--- config.mk ---
export PLATFORM = sky130hd
export DESIGN_NAME = sprite_motion_ctrl
export DESIGN_NICKNAME = d
export VERILOG_FILES = /design/src/rtl/sprite_motion_ctrl.sv
export SDC_FILE = /design/constraint.sdc
export NUM_CORES = 1
export LEC_CHECK = 0
export BUFFER_PORTS_ARGS = -buffer_cell sky130_fd_sc_hd__buf_4
export CAP_MARGIN = 0
export CELL_PAD_IN_SITES_DETAIL_PLACEMENT = 1
export CELL_PAD_IN_SITES_GLOBAL_PLACEMENT = 1
export CORE_MARGIN = 2
export CORE_UTILIZATION = 47
export CTS_CLUSTER_SIZE = 16
export DETAILED_ROUTE_END_ITERATION = 8
export PLACE_DENSITY = 0.83
export SLEW_MARGIN = 20
export SYNTH_ARGS = -nofsm -noshare
export SYNTH_HDL_FRONTEND = slang
export SYNTH_SLANG_ARGS = --single-unit
--- constraint.sdc ---
create_clock -name iVGA_CLK -period 3.7 [get_ports iVGA_CLK]
set_clock_uncertainty 0.05 [all_clocks]
set_input_delay 0.37 -clock iVGA_CLK [delete_from_list [all_inputs] [get_ports iVGA_CLK]]
set_output_delay 0.37 -clock iVGA_CLK [all_outputs]
set_load 0.02 [all_outputs]
--- src/rtl/sprite_motion_ctrl.sv ---
// Sprite position controller: synchronises and debounces four active-low buttons and
// applies at most one saturating position step per FRAMES_PER_STEP frames, at vsync start.
module sprite_motion_ctrl #(
  parameter int SCREEN_W        = 640,
  parameter int SCREEN_H        = 480,
  parameter int SPRITE_SIZE     = 50,
  parameter int X_INIT          = 200,
  parameter int Y_INIT          = 200,
  parameter int STEP            = 1,
  parameter int FRAMES_PER_STEP = 1,
  parameter int DEBOUNCE_CYCLES = 250000
) (
  input  logic        iVGA_CLK,
  input  logic        iRST_n,
  input  logic        iVS,
  input  logic        up,
  input  logic        down,
  input  logic        left,
  input  logic        right,
  output logic [18:0] oX,
  output logic [18:0] oY,
  output logic        oUpdate,
  output logic        oMoving
);

  localparam int POS_W = 19;
  localparam int DB_W  = $clog2(DEBOUNCE_CYCLES);
  localparam int FC_W  = (FRAMES_PER_STEP > 1) ? $clog2(FRAMES_PER_STEP) : 1;

  localparam logic [DB_W-1:0]  DB_LAST = DB_W'(DEBOUNCE_CYCLES - 1);
  localparam logic [FC_W-1:0]  FC_LAST = FC_W'(FRAMES_PER_STEP - 1);
  localparam logic [POS_W-1:0] X_MAX   = POS_W'(SCREEN_W - SPRITE_SIZE);
  localparam logic [POS_W-1:0] Y_MAX   = POS_W'(SCREEN_H - SPRITE_SIZE);
  localparam logic [POS_W-1:0] STEP_V  = POS_W'(STEP);
  localparam logic [POS_W-1:0] X_RST   = POS_W'(X_INIT);
  localparam logic [POS_W-1:0] Y_RST   = POS_W'(Y_INIT);

  typedef enum logic {
    WAIT_VS = 1'b0,
    APPLY   = 1'b1
  } state_t;

  function automatic logic [POS_W-1:0] sat_dec(input logic [POS_W-1:0] v);
    return (v < STEP_V) ? '0 : (v - STEP_V);
  endfunction

  function automatic logic [POS_W-1:0] sat_inc(input logic [POS_W-1:0] v,
                                               input logic [POS_W-1:0] lim);
    logic [POS_W:0] sum;
    sum = {1'b0, v} + {1'b0, STEP_V};
    return (sum > {1'b0, lim}) ? lim : sum[POS_W-1:0];
  endfunction

  // Button vectors are ordered {up, down, left, right}, active-low.
  logic [3:0]      btn_s1_q, btn_s1_d;
  logic [3:0]      btn_s2_q, btn_s2_d;
  logic [3:0]      btn_db_q, btn_db_d;
  logic [DB_W-1:0] db_cnt_q [4];
  logic [DB_W-1:0] db_cnt_d [4];

  logic            vs_s1_q, vs_s1_d;
  logic            vs_s2_q, vs_s2_d;
  logic            vs_dly_q, vs_dly_d;
  logic [FC_W-1:0] frame_cnt_q, frame_cnt_d;

  state_t          state_q, state_d;
  logic [POS_W-1:0] pos_x_q, pos_x_d;
  logic [POS_W-1:0] pos_y_q, pos_y_d;
  logic            update_q, update_d;
  logic            moving_q, moving_d;

  logic [3:0]      press;
  logic            any_press;
  logic            tick;
  logic            go;
  logic [POS_W-1:0] next_x;
  logic [POS_W-1:0] next_y;

  always_ff @(posedge iVGA_CLK or negedge iRST_n) begin
    if (!iRST_n) begin
      btn_s1_q    <= 4'hF;
      btn_s2_q    <= 4'hF;
      btn_db_q    <= 4'hF;
      for (int i = 0; i < 4; i++) db_cnt_q[i] <= '0;
      vs_s1_q     <= 1'b1;
      vs_s2_q     <= 1'b1;
      vs_dly_q    <= 1'b1;
      frame_cnt_q <= '0;
      state_q     <= WAIT_VS;
      pos_x_q     <= X_RST;
      pos_y_q     <= Y_RST;
      update_q    <= 1'b0;
      moving_q    <= 1'b0;
    end else begin
      btn_s1_q    <= btn_s1_d;
      btn_s2_q    <= btn_s2_d;
      btn_db_q    <= btn_db_d;
      for (int i = 0; i < 4; i++) db_cnt_q[i] <= db_cnt_d[i];
      vs_s1_q     <= vs_s1_d;
      vs_s2_q     <= vs_s2_d;
      vs_dly_q    <= vs_dly_d;
      frame_cnt_q <= frame_cnt_d;
      state_q     <= state_d;
      pos_x_q     <= pos_x_d;
      pos_y_q     <= pos_y_d;
      update_q    <= update_d;
      moving_q    <= moving_d;
    end
  end

  // A change is accepted only after the synced value has differed for DEBOUNCE_CYCLES cycles.
  always_comb begin
    btn_s1_d = {up, down, left, right};
    btn_s2_d = btn_s1_q;
    btn_db_d = btn_db_q;
    for (int i = 0; i < 4; i++) begin
      db_cnt_d[i] = '0;
      if (btn_s2_q[i] != btn_db_q[i]) begin
        if (db_cnt_q[i] == DB_LAST) begin
          btn_db_d[i] = btn_s2_q[i];
        end else begin
          db_cnt_d[i] = db_cnt_q[i] + DB_W'(1);
        end
      end
    end
  end

  assign press     = ~btn_db_q;
  assign any_press = |press;

  // Frame tick on the falling edge of the synchronised vsync.
  always_comb begin
    vs_s1_d  = iVS;
    vs_s2_d  = vs_s1_q;
    vs_dly_d = vs_s2_q;
    tick     = vs_dly_q & ~vs_s2_q;
  end

  always_comb begin
    frame_cnt_d = frame_cnt_q;
    go          = 1'b0;
    if (!any_press) begin
      frame_cnt_d = '0;
    end else if (tick) begin
      if (frame_cnt_q == FC_LAST) begin
        go          = 1'b1;
        frame_cnt_d = '0;
      end else begin
        frame_cnt_d = frame_cnt_q + FC_W'(1);
      end
    end
  end

  // Opposing presses on one axis cancel; the two axes are independent.
  always_comb begin
    next_x = pos_x_q;
    next_y = pos_y_q;
    if (press[1] && !press[0]) begin
      next_x = sat_dec(pos_x_q);
    end else if (press[0] && !press[1]) begin
      next_x = sat_inc(pos_x_q, X_MAX);
    end
    if (press[3] && !press[2]) begin
      next_y = sat_dec(pos_y_q);
    end else if (press[2] && !press[3]) begin
      next_y = sat_inc(pos_y_q, Y_MAX);
    end
  end

  always_comb begin
    state_d  = state_q;
    pos_x_d  = pos_x_q;
    pos_y_d  = pos_y_q;
    update_d = 1'b0;
    moving_d = any_press;
    case (state_q)
      WAIT_VS: begin
        if (tick && go) state_d = APPLY;
      end
      APPLY: begin
        pos_x_d  = next_x;
        pos_y_d  = next_y;
        update_d = (next_x != pos_x_q) || (next_y != pos_y_q);
        state_d  = WAIT_VS;
      end
      default: state_d = WAIT_VS;
    endcase
  end

  assign oX      = pos_x_q;
  assign oY      = pos_y_q;
  assign oUpdate = update_q;
  assign oMoving = moving_q;

endmodule

==> results by group <==
Placement
  – Gpl congestion: roughly 0.94
  – Number of port buffers: 46
  – Detailed placement HPWL: roughly 17 mm

Critical path
  – Critical path class: flip-flop to flip-flop
  – CP endpoint kind: flip-flop
  – CP required: about 4000 ps
  – CP arrival: 3820 ps
  – Critical path startpoint category: flip-flop
  – Critical Path Fanout Max: 13

Clocking
  – Clock buffer depth: 2
  – H-tree Lvls: 4
  – Worst-path clk slew: ~60 ps
  – Sink Count: around 130
  – Root Buffer: clkbuf_16
  – Skew-Pair Late Insertion Delay: approximately 420 ps
  – Cts bufs inserted: 17
  – TritonCTS clock tree: done

Floorplanning
  – Core Area: 17200 um^2
  – I/O pins: 47
  – Die extent in y: roughly 140 um
  – Rows: 48
  – Die Width: 137 um
  – Initial Utilization: a little under half
  – DIE AREA: between 15000 and 20000 um^2

Logic synthesis
  – Ys flop type: dfrtp_1
  – Syn nets: 1036
  – Sequential area share after synthesis: between 30% and 40%
  – Mapped Cells: approximately 1000
  – Yosys warnings: 0
  – Mean Syn Cell Area: 8.12 um^2
  – Syn Std Cell Area: a little over 8000 um^2
  – Post-synth EDFFs: 0
  – Library cells used by synthesis: 74
  – Number of synthesized register bits: approximately 130
  – Post-synth ARST share: 100%

Power and ir drop
  – Part of the power in the clock network: a little under 50%
  – Tot Pwr: roughly 0.0036 W
  – Combinational power share: under 10%
  – Flop pwr share: 41.4%
  – Leak Pwr: ~3.9 nW
  – Internal power: roughly 0.0026 W
  – Switch Pwr: ~0.001 W
  – Sw frac: 27.9%
  – Pwr dens: between 300 and 400 nW/um^2
  – VDD IR-drop max: roughly 0.33 mV

Drt
  – 1st-iter DRT viols: ~750
  – Antenna Nets Post-Route: 0
  – Vias/cell: 6.37
  – Routed WL: 26.9 mm
  – Average wire per standard cell: about 21 um
  – Vias: between 8000 and 9000
  – Drt drc: 0
  – Pre-antenna DRT Iters: 5

Run status
  – Status: finished clean

Finish
  – Share of layout cells above drive strength 1: ~14%
  – Final nets: 1070
  – Diodes inserted: 0
  – FILL cells: approximately 2100
  – Area occupied by multi-input gates: 4660 um^2
  – Layout area overhead: 15.3%
  – Flip-flop and latch area: about 3200 um^2

STA
  – Crit share post-route: a little over nine tenths
  – Final setup fails: 0
  – Achievable Freq: roughly 280 MHz
  – Unrepaired setup endpoints after global routing: no
  – Setup TNS: 0 ps
  – Final Max Tran Viols: 0
  – Final hold vios: 0
  – WHS: about 310 ps
  – Post-route minimum period: ~3500 ps
  – Slew @ Worst Pin: about 900 ps
  – Slew Limit Headroom: 40.8%

GRT
  – Grt ovf: 0
  – First-pass GRT wire length: between 40 and 50 mm
  – Vias in the first global route: between 8000 and 9000
  – GRT Overall Usage: between 20 and 30%
  – Largest net degree at the start of global routing: 79
  – Initial antenna violation count: 0

Min path
  – Hold WC Path Type: flip-flop to flip-flop

Run
  – Max-Cap Viols: 0
-- state kept, by name (all words and copies together), names as in the netlist, 4 cells and up --
| register | flops |
|---|---|
| btn_db_q | 4 |
| btn_s1_q | 4 |
| btn_s2_q | 4 |
| db_cnt_q | 72 |
| oX | 19 |
| oY | 19 |
-- synthesized netlist by cell type (8+ instances only) --
cell      number  area [um^2]
clkbuf_1      52          195
and3_1        30          188
buf_2         12         60.1
nand2_1      101          379
xnor2_1       34          298
a21oi_1       62          310
inv_1         27          101
o21ai_0       74          370
ha_1          10          125
nand4_1       34          213
nand2b_1       8         50.1
dfstp_2       21          552
xor2_1        35          307
nor3_1        30          150
or3_1         14         87.6
a31oi_1       17          106
nor4_1        20          125
nor2_1       135          507
nand3_1       49          245
a22oi_1        8         60.1
dfrtp_1      107         2680
-- logic make-up (layout without fill, tap and decap cells) --
family	count (synthesis)	in the layout	synth area share [%]
buffers and inverters	97	144	4.63
xor gates and xnor gates	69	69	7.31
DFF	128	128	39.0
AOI/OAI and AO/OA	239	239	18.1
muxes	10	10	1.27
adders and majority gates	10	10	1.51
and+or+nand+nor	466	466	28.1
-- critical path, cell delays in order, from the launching register on --
cell and delay [ps]:
dfrtp_1 560, ha_1 380, and3_1 310, nand2_1 100, o31a_1 300, nor4_1 460
nand4_2 300, buf_4 270, nor2_1 210, xnor2_1 160, a21oi_1 90, a41oi_1 260
-- power by group through the flow --
| stage | registers (W) | clock network, W | logic [W] |
|---|---|---|---|
| floorplan | 0.00149 | 0 | 0.000189 |
| global placement | 0.00150 | 0 | 0.000315 |
| detailed placement | 0.00150 | 0 | 0.000318 |
| CTS | 0.00148 | 0.00179 | 0.000329 |
| global route | 0.00148 | 0.00185 | 0.000367 |
| finish | 0.00148 | 0.00176 | 0.000335 |
-- cell type report --
class | instances | area share, %
clock buffer | 18 | 4.61
sequential | 128 | 33.9
clock inverter | 14 | 1.77
timing repair buffer | 84 | 6.81
multi-input combinational | 794 | 48.9
inverter | 28 | 1.10
tap | 225 | 2.95
-- placed cells by master, fill, tap and decap left out, types with 34 or more instances in the layout --
master	netlist	layout
dfrtp_1	107	107
xnor2_1	34	34
o21ai_0	74	74
buf_4	1	77
nand2_1	101	101
nand4_1	34	34
a21oi_1	62	62
nand3_1	49	49
nor2_1	135	134
xor2_1	35	35
-- final timing paths --
kind | start | endpoint | slack (ps) | cells past startpoint
worst max-delay path | oY[1]$_DFFE_PN0P_ | oUpdate$_DFF_PN0_ | 160 | 11
worst min-delay path | btn_s1_q[2]$_DFF_PN1_ | btn_s2_q[2]$_DFF_PN1_ | 310 | 0
worst max register to register | oY[1]$_DFFE_PN0P_ | oUpdate$_DFF_PN0_ | 160 | 11
worst min register to register | btn_s1_q[2]$_DFF_PN1_ | btn_s2_q[2]$_DFF_PN1_ | 310 | 0
max in group asynchronous | iRST_n | oX[7]$_DFFE_PN1P_ | 2160 | 3
min in group asynchronous | iRST_n | db_cnt_q[12]$_DFF_PN0_ | 490 | 2
-- through the flow --
step / cells / setup WS (ps) / area [um^2] / utilization [%]
detailed placement: 1253 / 109 / 8860 / 51.4
floorplan: 1019 / 628 / 8270 / -
global placement: 1253 / 407 / 8860 / 51.4
CTS: 1290 / 68.6 / 9520 / 55.2
finish: 1291 / 159 / 9530 / 55.3
global route: 1291 / 12.3 / 9530 / 55.3
-- per-layer routing --
metal,up-vias,GRT usage (%),wire length [um],part of all wire [%]
met5,-,0,0,0
met4,0,11.1,619,2.3
met3,56,5.44,1460,5.4
met2,318,47.8,13000,48
met1,4107,39.2,11800,44
li1,3748,-,-,-
-- what timing repair did --
item | 4_1_cts | 5_1_grt
gates resized for setup | 0 | 2
hold endpoints to repair | 68 | 1
setup buffers | 0 | 0
hold buffers | 5 | 1
endpoints found under the setup margin | 0 | 3
(Power assumes the default switching activity.)
